==> config.mk <==
export PLATFORM = sky130hd
export DESIGN_NAME = grf_wb_arbiter
export DESIGN_NICKNAME = d
export VERILOG_FILES = /design/src/rtl/grf_pkg.sv /design/src/rtl/grf_scoreboard.sv /design/src/rtl/grf_wb_arbiter.sv
export SDC_FILE = /design/constraint.sdc
export NUM_CORES = 1
export LEC_CHECK = 0
export CAP_MARGIN = 40
export CORE_AREA = 3 3 114 116
export CTS_BUF_LIST = sky130_fd_sc_hd__clkbuf_4
export CTS_CLUSTER_SIZE = 8
export DETAILED_ROUTE_END_ITERATION = 6
export DIE_AREA = 0 0 117 119
export PLACE_DENSITY = 0.65
export SLEW_MARGIN = 0
export SYNTH_ARGS = -nofsm -noshare
export SYNTH_HDL_FRONTEND = slang
export SYNTH_SLANG_ARGS = --single-unit
==> constraint.sdc <==
create_clock -name clk -period 1.75 [get_ports clk]
set_input_delay 0.175 -clock clk [delete_from_list [all_inputs] [get_ports clk]]
set_output_delay 0.175 -clock clk [all_outputs]
set_load 0.02 [all_outputs]
==> src/rtl/grf_pkg.sv <==
// Shared register-file types and constants for the write-back arbiter and its scoreboard.
package grf_pkg;
  localparam int REG_ADDR_W = 5;
  localparam int DATA_W     = 32;
  localparam int NUM_REGS   = 1 << REG_ADDR_W;

  typedef logic [REG_ADDR_W-1:0] reg_addr_t;
  typedef logic [DATA_W-1:0]     word_t;

  localparam reg_addr_t REG_ZERO = '0;

  typedef struct packed {
    logic      valid;
    reg_addr_t addr;
    word_t     data;
    word_t     pc;
  } wb_req_t;

  // A request targeting register 0 is a null request and never occupies the port.
  function automatic logic is_real(wb_req_t r);
    return r.valid && (r.addr != REG_ZERO);
  endfunction
endpackage

==> src/rtl/grf_scoreboard.sv <==
// Pending-result scoreboard: one bit per register, set on long-latency issue,
// cleared on auxiliary write-back; set wins on collision. Register 0 never pends.
module grf_scoreboard
  import grf_pkg::*;
(
  input  logic      clk,
  input  logic      reset,
  input  logic      set_en,
  input  reg_addr_t set_addr,
  input  logic      clr_en,
  input  reg_addr_t clr_addr,
  input  reg_addr_t chk_addr1,
  input  reg_addr_t chk_addr2,
  output logic      chk_busy1,
  output logic      chk_busy2
);
  logic [NUM_REGS-1:0] pending;
  logic [NUM_REGS-1:0] set_mask, clr_mask;

  assign set_mask = {{(NUM_REGS-1){1'b0}}, set_en} << set_addr;
  assign clr_mask = {{(NUM_REGS-1){1'b0}}, clr_en} << clr_addr;

  always_ff @(posedge clk) begin
    if (reset) pending <= '0;
    else       pending <= ((pending & ~clr_mask) | set_mask) & {{(NUM_REGS-1){1'b1}}, 1'b0};
  end

  // Deliberately not bypassed: same-cycle issue/completion shows up next cycle.
  assign chk_busy1 = pending[chk_addr1];
  assign chk_busy2 = pending[chk_addr2];
endmodule

==> src/rtl/grf_wb_arbiter.sv <==
// Register-file write-port arbiter: pipeline priority, aged auxiliary force-grant,
// pending-result scoreboard. Optional trace/protocol checks under GRF_WB_TRACE_EN.
module grf_wb_arbiter
  import grf_pkg::*;
#(
  parameter int MAX_WAIT = 4
) (
  input  logic      clk,
  input  logic      reset,
  input  logic      pipe_valid,
  output logic      pipe_ready,
  input  reg_addr_t pipe_addr,
  input  word_t     pipe_data,
  input  word_t     pipe_pc,
  input  logic      aux_valid,
  output logic      aux_ready,
  input  reg_addr_t aux_addr,
  input  word_t     aux_data,
  input  word_t     aux_pc,
  input  logic      iss_valid,
  input  reg_addr_t iss_addr,
  input  reg_addr_t chk_addr1,
  input  reg_addr_t chk_addr2,
  output logic      chk_busy1,
  output logic      chk_busy2,
  output reg_addr_t wr_addr,
  output word_t     wr_data,
  output word_t     wr_pc
);
  localparam logic [3:0] WAIT_LIM = 4'(MAX_WAIT);

  wb_req_t    pipe_req, aux_req;
  logic       pipe_real, aux_real;
  logic       aux_win, pipe_win;
  logic [3:0] wait_cnt;

  assign pipe_req  = '{valid: pipe_valid, addr: pipe_addr, data: pipe_data, pc: pipe_pc};
  assign aux_req   = '{valid: aux_valid,  addr: aux_addr,  data: aux_data,  pc: aux_pc};
  assign pipe_real = is_real(pipe_req);
  assign aux_real  = is_real(aux_req);

  always_comb begin
    aux_win    = 1'b0;
    pipe_win   = 1'b0;
    pipe_ready = 1'b0;
    aux_ready  = 1'b0;
    wr_addr    = REG_ZERO;
    wr_data    = '0;
    wr_pc      = '0;
    if (!reset) begin
      aux_win    = aux_real && (!pipe_real || wait_cnt == WAIT_LIM);
      pipe_win   = pipe_real && !aux_win;
      pipe_ready = !(pipe_real && aux_win);
      aux_ready  = !aux_real || aux_win;
      if (aux_win) begin
        wr_addr = aux_req.addr;
        wr_data = aux_req.data;
        wr_pc   = aux_req.pc;
      end else if (pipe_win) begin
        wr_addr = pipe_req.addr;
        wr_data = pipe_req.data;
        wr_pc   = pipe_req.pc;
      end
    end
  end

  // Counts consecutive lost cycles of a real aux request; any acceptance or drop restarts it.
  always_ff @(posedge clk) begin
    if (reset)                         wait_cnt <= '0;
    else if (aux_real && !aux_ready) begin
      if (wait_cnt != WAIT_LIM)        wait_cnt <= wait_cnt + 4'd1;
    end else                           wait_cnt <= '0;
  end

  grf_scoreboard u_sb (
    .clk       (clk),
    .reset     (reset),
    .set_en    (iss_valid && (iss_addr != REG_ZERO)),
    .set_addr  (iss_addr),
    .clr_en    (aux_win),
    .clr_addr  (aux_addr),
    .chk_addr1 (chk_addr1),
    .chk_addr2 (chk_addr2),
    .chk_busy1 (chk_busy1),
    .chk_busy2 (chk_busy2)
  );

`ifdef GRF_WB_TRACE_EN
  always_ff @(posedge clk) begin
    if (!reset) begin
      if (wr_addr != REG_ZERO)
        $display("@%h: $%0d <= %h", wr_pc, wr_addr, wr_data);
      if (iss_valid && iss_addr != REG_ZERO && u_sb.pending[iss_addr]
          && !(aux_win && aux_addr == iss_addr))
        $display("ERROR: issue to pending register $%0d", iss_addr);
      if (pipe_win && u_sb.pending[pipe_addr])
        $display("ERROR: pipeline write to pending register $%0d", pipe_addr);
      if (aux_win && !u_sb.pending[aux_addr])
        $display("ERROR: auxiliary write to non-pending register $%0d", aux_addr);
    end
  end
`endif
endmodule

* After elaboration in Yosys (flattened, before gate mapping)
Index checks and enable logic that the tools add are counted.
Cells by class: add/subtract/negate cells 1, multiply operators 0, div/mod/pow operators 0, magnitude comparators 2, equality and inequality tests 2, shift-type cells 2, mux-type cells 16, bitwise gates (word level) 4, reduce and logical (&&, ||, !) cells 18
Operators with widths (count):
- $mux 32 | 6
- $shl 1x5->32 | 2
- $and 32x32->32 | 1
- $not 32->32 | 1
- $or 32x32->32 | 1
- $mux 5 | 3
- $reduce_bool 5->1 | 3
- $lt 5x6->1 const B | 2
- $bmux 1 s5 | 2
- $logic_and 1x1->1 | 7
- $logic_not 1->1 | 5
- $mux 1 | 5
- $add 4x1->4 const B | 1
- $eq 4x3->1 const B | 1
- $ne 4x3->1 const B | 1
- $logic_or 1x1->1 | 2
- $reduce_or 2->1 | 1
- $not 1->1 | 1
Word-level totals: flip-flop bits (word level) 36, latch bits 0, bits in writable memories 0, memory bits (read-only) 0, output and inout bits 73, word-level logic and storage cells 48, memories 0

* Logic depth before layout (Yosys ltp)
Gate-level depths: netlist (run 1).
depth in word-level cells 11, depth in mapped cells 9

* Modules after synthesis
A second synthesis (run 1) with hierarchy kept.
Second synthesis, totals: cells, all modules 358, area total of the unflattened synthesis 2889.0 um^2
Modules (own cells, without submodules):
- grf_scoreboard | instances 1, cells each 236, area an instance 1865.5 um^2, sequential area each 620.6 um^2
- grf_wb_arbiter | instances 1, cells each 122, area an instance 1023.5 um^2, sequential area each 80.1 um^2

* Worst setup path before layout (run 1)
OpenSTA, ideal clock, no wires.
path type input-to-output, start input port aux_addr[4], end output port wr_addr[0], arrival 1.788 ns, required time 1.575 ns, setup slack -0.213 ns, stages 7, path buffers 3, path through buf_2 > or3_4 > o31a_1 > a211oi_4 > buf_6 > buf_6 > a22o_1
Between the ends: longest elaborated chain between the ends 8
RTL lines:
- start: declaration | RTL line grf_wb_arbiter.sv:17 | input reg_addr_t aux_addr,
- $reduce_bool 5->1 * | RTL line grf_pkg.sv:21 | return r.valid && (r.addr != REG_ZERO);
- $logic_and 1x1->1 * | RTL line grf_pkg.sv:21
- $logic_and 1x1->1 * | RTL line grf_wb_arbiter.sv:51 | aux_win = aux_real && (!pipe_real || wait_cnt == WAIT_LIM);
- $logic_not 1->1 | RTL line grf_wb_arbiter.sv:52 | pipe_win = pipe_real && !aux_win;
- $logic_and 1x1->1 | RTL line grf_wb_arbiter.sv:52
- $mux 5 | RTL line grf_wb_arbiter.sv:59 | end else if (pipe_win) begin
- $mux 5 * | RTL line grf_wb_arbiter.sv:55 | if (aux_win) begin
- $mux 5 * | RTL line grf_wb_arbiter.sv:50 | if (!reset) begin
- end: declaration | RTL line grf_wb_arbiter.sv:26 | output reg_addr_t wr_addr,
Mark *: on every way between the ends. The rest lies on a longest branch, timed or not.

* Final worst setup path (run 1)
start input port aux_addr[4], end output port wr_data[4]
Between the ends: longest elaborated chain between the ends 8
RTL lines:
- $reduce_bool 5->1 * | RTL line grf_pkg.sv:21
- $logic_and 1x1->1 * | RTL line grf_pkg.sv:21
- $logic_and 1x1->1 * | RTL line grf_wb_arbiter.sv:51
- $logic_not 1->1 | RTL line grf_wb_arbiter.sv:52
- $logic_and 1x1->1 | RTL line grf_wb_arbiter.sv:52
- $mux 32 | RTL line grf_wb_arbiter.sv:59
- $mux 32 * | RTL line grf_wb_arbiter.sv:55
- $mux 32 * | RTL line grf_wb_arbiter.sv:50
- end: declaration | RTL line grf_wb_arbiter.sv:27 | output word_t wr_data,
Marks and branches as above.

==> impl_metrics.json, run 1 <==
{
  "status": "complete, but fails checks",
  "violations": "setup timing",
  "yosys_warnings": 0,
  "hp-class": "flop to flop",
  "fin_area_sq_um": 7690,
  "finalClockSkew_ns": 0.0234,
  "final_cell_mix": "clkdlybuf4s50_1, buf_6, buf_4",
  "ioPinCount": 231,
  "die_x_um": 117,
  "crit_buf_inv": 7,
  "crit_top_cell": "buf_12",
  "io_buffers": 230,
  "max_slew_margin_pct": 48.5,
  "tightest_slew_ns": 0.773,
  "synth_edf_count": 0,
  "min_period_ns": 2.51,
  "routedWlPerCell_um": 24.9,
  "clock.fmax_ghz": 0.398,
  "diodes": 0,
  "cts.htree.levels": 2,
  "dieHeight_um": 119,
  "root_buffer": "clkbuf_4",
  "leakage_nw": 3.06,
  "cts.sinks": 35,
  "grt_pass1_wl_um": 28700,
  "clk_path_buf_depth": 2,
  "cts_made_buffers": 5,
  "cp_slowest_cell": "or3_4",
  "ant_nets": 0,
  "finalWirelength_um": 20600,
  "cts_hold_buf": 0,
  "rows": 40,
  "ys_seq_elements": 35,
  "final_nets": 837,
  "vias": 4622,
  "place_congestion": 1.00,
  "fin_util_pct": 64.0,
  "power_w": 0.00316,
  "synth_nets": 526,
  "drive_gt1_share_pct": 44.8,
  "start_util_pct": 24.9,
  "final.period_utilization_pct": 143,
  "p_per_area_nw_per_um2": 411,
  "worstSetupPathType": "input port to output port",
  "crit_fanout": 6,
  "grt.overflow.total": 0,
  "synth_ff_type": "dfxtp_1",
  "setup_ws_ns": -0.761,
  "fp.coreArea_sq_um": 12000,
  "die-area_sq_um": 13900,
  "dp_hpwl_um": 15800,
  "drt_iter0_drc": 335,
  "grt_usage_pct": 27.7,
  "path_delay_family": "buffers and inverters",
  "firstDrtPassIters": 5,
  "drv_slew": 0,
  "async_flop_share_pct": 0,
  "hold_viol_final": 0,
  "area_growth_pct": 157,
  "finalSetupViolations": 104,
  "placed_cell_area_sq_um": 6260,
  "syn-cell-area_sq_um": 2990,
  "antenna_found_initial": 1,
  "ir_worst_vdd_mv": 0.331,
  "start_kind": "input port",
  "arrival_ns": 2.34,
  "cpPeakStageDelay_ns": 0.41,
  "drt-vias-per-instance": 5.60,
  "worstPathRequired_ns": 1.57,
  "ys_seq_area_share_pct": 23.5,
  "synth_area_per_cell_sq_um": 8.16,
  "clk_pin_slew_ns": 0.10,
  "grt_max_degree": 30,
  "final.setup.tns_ns": -55.66,
  "grt_pass1_vias": 4677,
  "netlist-cell-type-count": 42,
  "cap_violations": 0,
  "path_cells": "clkdlybuf4s15_1, or3_4, o31a_1, a211oi_4, buf_6, buf_12, buf_12, buf_16, buf_12, a22o_1, buf_6",
  "synth_cells": 366,
  "endpoint_kind": "output port",
  "layout_commonest_cell": "clkdlybuf4s50_1",
  "drc": 0,
  "cts_tree": "built",
  "worstSkewPairLatency_ns": 0.36,
  "rsz0062_at_grt": "true"
}
-- through the flow --
step | worst slack, ns | hold slack, ns | cells
final | -0.761 | 0.486 | 825
after global routing | -0.820 | 0.505 | 825
after CTS | -0.680 | 0.490 | 816
after detailed placement | -1.18 | 0.476 | 781
after global placement | -1.15 | 0.466 | 781
after floorplan | -0.188 | 0.342 | 366
-- registers in the layout, summed over array words and instances (netlist names) --
signal and flops:
wait_cnt 4, u_sb.pending 31
-- cell families (layout without fill, tap and decap cells) --
group	Yosys count	count (layout)	share of synthesized area (%)
buffers and inverters	44	356	7.04
adders and majority gates	2	2	0.838
xor gates and xnor gates	1	1	0.293
muxes	24	24	10.6
AOI/OAI and AO/OA	144	144	37.8
DFF	35	35	23.5
and+or+nand+nor	116	116	20.0
-- layer usage --
metal  GRT usage, %  vias to the layer above  wire, um
met5              0                        -         9
met1           34.3                     2258      7800
met4           6.74                        2       601
met2           47.6                      253     10500
met3           6.91                       43      1690
li1               -                     2066         -
-- area by class of cell --
class	instances	area [sq um]
Clock buffer	5	37.5
Fill cell	949	4320
Timing Repair Buffer	339	3690
Clock inverter	3	43.8
Sequential cell	35	709
Multi-Input combinational cell	287	2990
Tap cell	147	184
Inverter	9	33.8
-- tightest hold or removal path, stage by stage (launching register included) --
cell and delay, ns:
dfxtp_2 0.36, o31ai_4 0.06, a21oi_2 0.04
-- worst paths after layout --
kind | startpoint | endpoint | slack, ns | depth (start not counted)
setup / recovery | aux_addr[4] | wr_data[4] | -0.76 | 11
hold / removal | u_sb.pending[23] | u_sb.pending[23] | 0.49 | 2
hold reg to reg | u_sb.pending[23] | u_sb.pending[23] | 0.49 | 2
setup reg to reg | wait_cnt[1] | u_sb.pending[2] | -0.52 | 15
-- cell usage after synthesis, drive strengths merged (2+ instances only) --
cell | number | share of area, %
ha | 2 | 0.84
o211ai | 2 | 0.50
clkbuf | 16 | 2.0
mux4 | 6 | 4.5
a22o | 69 | 20
or4 | 3 | 0.75
o32ai | 7 | 2.1
inv | 9 | 1.1
a22oi | 4 | 1.0
nor2 | 18 | 2.3
o2111ai | 2 | 0.59
nor2b | 9 | 1.9
nor4 | 7 | 1.5
mux2i | 18 | 6.0
nor3 | 6 | 1.2
o311ai | 4 | 1.2
dfxtp | 35 | 23
nand3b | 5 | 1.3
nand3 | 12 | 2.0
or3 | 3 | 0.80
a21oi | 28 | 4.7
nand2b | 12 | 2.5
or3b | 2 | 0.59
nand4 | 2 | 0.42
buf | 19 | 3.9
nand2 | 35 | 4.4
o31ai | 21 | 5.3
a211oi | 3 | 1.2
-- where the power goes --
group	total, W	internal, W	switching [W]
logic	0.00173	0.000963	0.000762
clock network	0.000613	0.000301	0.000312
registers	0.000820	0.000807	0.0000128
-- timing repair --
action                                  CTS  global route
hold endpoints to repair                  0             0
gates resized for setup                 488            72
gates cloned                              8             2
setup buffers                            20            16
endpoints found under the setup margin  104           104
pin swaps                                73            73
(Power assumes the default switching activity.)
==> run 2, diff against run 1 <==
Settings changed: CELL_PAD_IN_SITES_DETAIL_PLACEMENT from default to 2, CELL_PAD_IN_SITES_GLOBAL_PLACEMENT from default to 2, CORE_AREA 3 3 114 116 to 3 3 146 148, DIE_AREA 0 0 117 119 to 0 0 149 151, GPL_ROUTABILITY_DRIVEN from default to 0, PLACE_DENSITY 0.65 to default, PLACE_DENSITY_LB_ADDON from default to 0.05.
==> run 2 against run 1 <==
  * First-iteration DRC count down 54%
  * Sequential power about the same
  * Maximum frequency up 6.2%
  * Clock skew up 0.0061 ns
  * The flow still finishes with violations (setup timing)
  * Critical endpoint is now wr_pc[30]
  * Setup slack better by 0.15 ns
  * Utilization down 25 points
  * Critical path depth down 1
  * Final area up 3.3%
==> impl_metrics.json, run 2 (synthesized netlist as in run 1, its figures left out) <==
{
  "status": "complete, but fails checks",
  "violations": "setup timing",
  "largest_register_ffs": 31,
  "drv_slew": 0,
  "finalSetupViolations": 104,
  "rr_worst_depth": 12,
  "drt_iter0_drc": 155,
  "cap_violations": 0,
  "biggestRegsByFlops": "u_sb.pending (31), wait_cnt (4)",
  "path_delay_family": "buffers and inverters",
  "crit_buf_inv": 6,
  "cpPeakStageDelay_ns": 0.35,
  "final.period_utilization_pct": 135,
  "cts.sinks": 35,
  "dieHeight_um": 151,
  "clk_pin_slew_ns": 0.15,
  "grt_pass1_vias": 5195,
  "rows": 52,
  "dp_slack_ns": -1.22,
  "final.setup.tns_ns": -40.68,
  "start_kind": "flop",
  "crit_top_cell": "buf_12",
  "grt_usage_pct": 20.4,
  "cts_tree": "built",
  "die_x_um": 149,
  "worstPathRequired_ns": 1.57,
  "cp_slowest_cell": "dfxtp_2",
  "routedWlPerCell_um": 24.7,
  "rrSetupSlack_ns": -0.35,
  "io_buffers": 230,
  "antenna_found_initial": 2,
  "finalClockSkew_ns": 0.0295,
  "grt_max_degree": 21,
  "hp-class": "input port to flop",
  "hold_depth": 3,
  "grt_pass1_wl_um": 34400,
  "worstSkewPairLatency_ns": 0.40,
  "p_per_area_nw_per_um2": 386,
  "place_inst": 915,
  "rsz0062_at_grt": "true",
  "firstDrtPassIters": 4,
  "root_buffer": "clkbuf_4",
  "setup_ws_ns": -0.614,
  "path_cells": "inv_2, ha_4, and3b_2, a211oi_4, buf_4, buf_12, buf_8, buf_12, a22o_1, buf_6",
  "drc": 0,
  "final_cell_mix": "clkdlybuf4s50_1, buf_6, buf_4",
  "grt.overflow.total": 0,
  "post_layout_nonfiller_instances": 969,
  "ioPinCount": 231,
  "final_nets": 854,
  "crit_fanout": 7,
  "tightest_slew_ns": 0.754,
  "die-area_sq_um": 22500,
  "arrival_ns": 2.19,
  "leakage_nw": 3.12,
  "drive_gt1_share_pct": 46.0,
  "cts_made_buffers": 5,
  "layout_commonest_cell": "clkdlybuf4s50_1",
  "max_slew_margin_pct": 49.7,
  "min_period_ns": 2.36,
  "drt-vias-per-instance": 4.61,
  "finalWirelength_um": 24000,
  "vias": 4465,
  "regMostFlops": "u_sb.pending",
  "ir_worst_vdd_mv": 0.194,
  "hold_viol_final": 0,
  "fp.coreArea_sq_um": 20200,
  "cts.htree.levels": 2,
  "start_util_pct": 14.8,
  "crit_cells": 10,
  "clk_path_buf_depth": 2,
  "area_growth_pct": 166,
  "dp_hpwl_um": 17600,
  "worstSetupPathType": "flop to output port",
  "holdWs_ns": 0.476,
  "endpoint_kind": "output port",
  "cts_hold_buf": 0,
  "ant_nets": 0,
  "clock.fmax_ghz": 0.423
}
-- run 2: tightest hold or removal path, stage by stage --
cell and delay, ns:
dlygate4sd2_1 0.33, buf_6 0.23, a21oi_2 0.11
-- run 2: stage by stage --
| step | cell area, sq um | power [W] | utilization [%] |
|---|---|---|---|
| detailed placement | 6480 | 0.00223 | 32.1 |
| CTS | 7880 | 0.00307 | 39.1 |
| global route | 7940 | 0.00322 | 39.4 |
| global placement | 6480 | 0.00221 | 32.1 |
| finish | 7940 | 0.00307 | 39.4 |
| floorplan | 3330 | 0.00138 | - |
-- run 2: final timing paths --
path / startpoint / to
hold / removal: reset / u_sb.pending[22]
setup / recovery: wait_cnt[1] / wr_pc[30]
hold reg to reg: u_sb.pending[15] / u_sb.pending[15]
setup reg to reg: wait_cnt[1] / u_sb.pending[3]
-- run 2: power breakdown --
group          switching [W]  internal, W
sequential         0.0000130     0.000808
combinational       0.000748     0.000979
clock               0.000352     0.000171
-- run 2: metal layers --
layer	GRT usage [%]	routed length [um]	share of wire, %	up-vias
li1	-	-	-	2102
met1	24.7	9470	40	2263
met2	38.6	13600	57	89
met3	2.93	675	2.8	11
met4	3.94	193	0.81	0
met5	0	0	0	-
-- run 2: final cells by class --
class	instances	area (sq um)
fillers	2141	12200
repair buffers	356	3850
multi-input cells	287	2950
flip-flops and latches	35	708
well taps	270	338
clock buffers	6	45.0
inverters	9	33.8
clock inverters	2	12.5
diodes	4	10.0
-- run 2: timing repair --
action | in CTS | in global routing
pin swaps | 83 | 58
setup endpoints to repair | 104 | 104
gates resized for setup | 556 | 39
setup buffers | 26 | 15
endpoints found under the hold margin | 0 | 0
cloned | 15 | 1
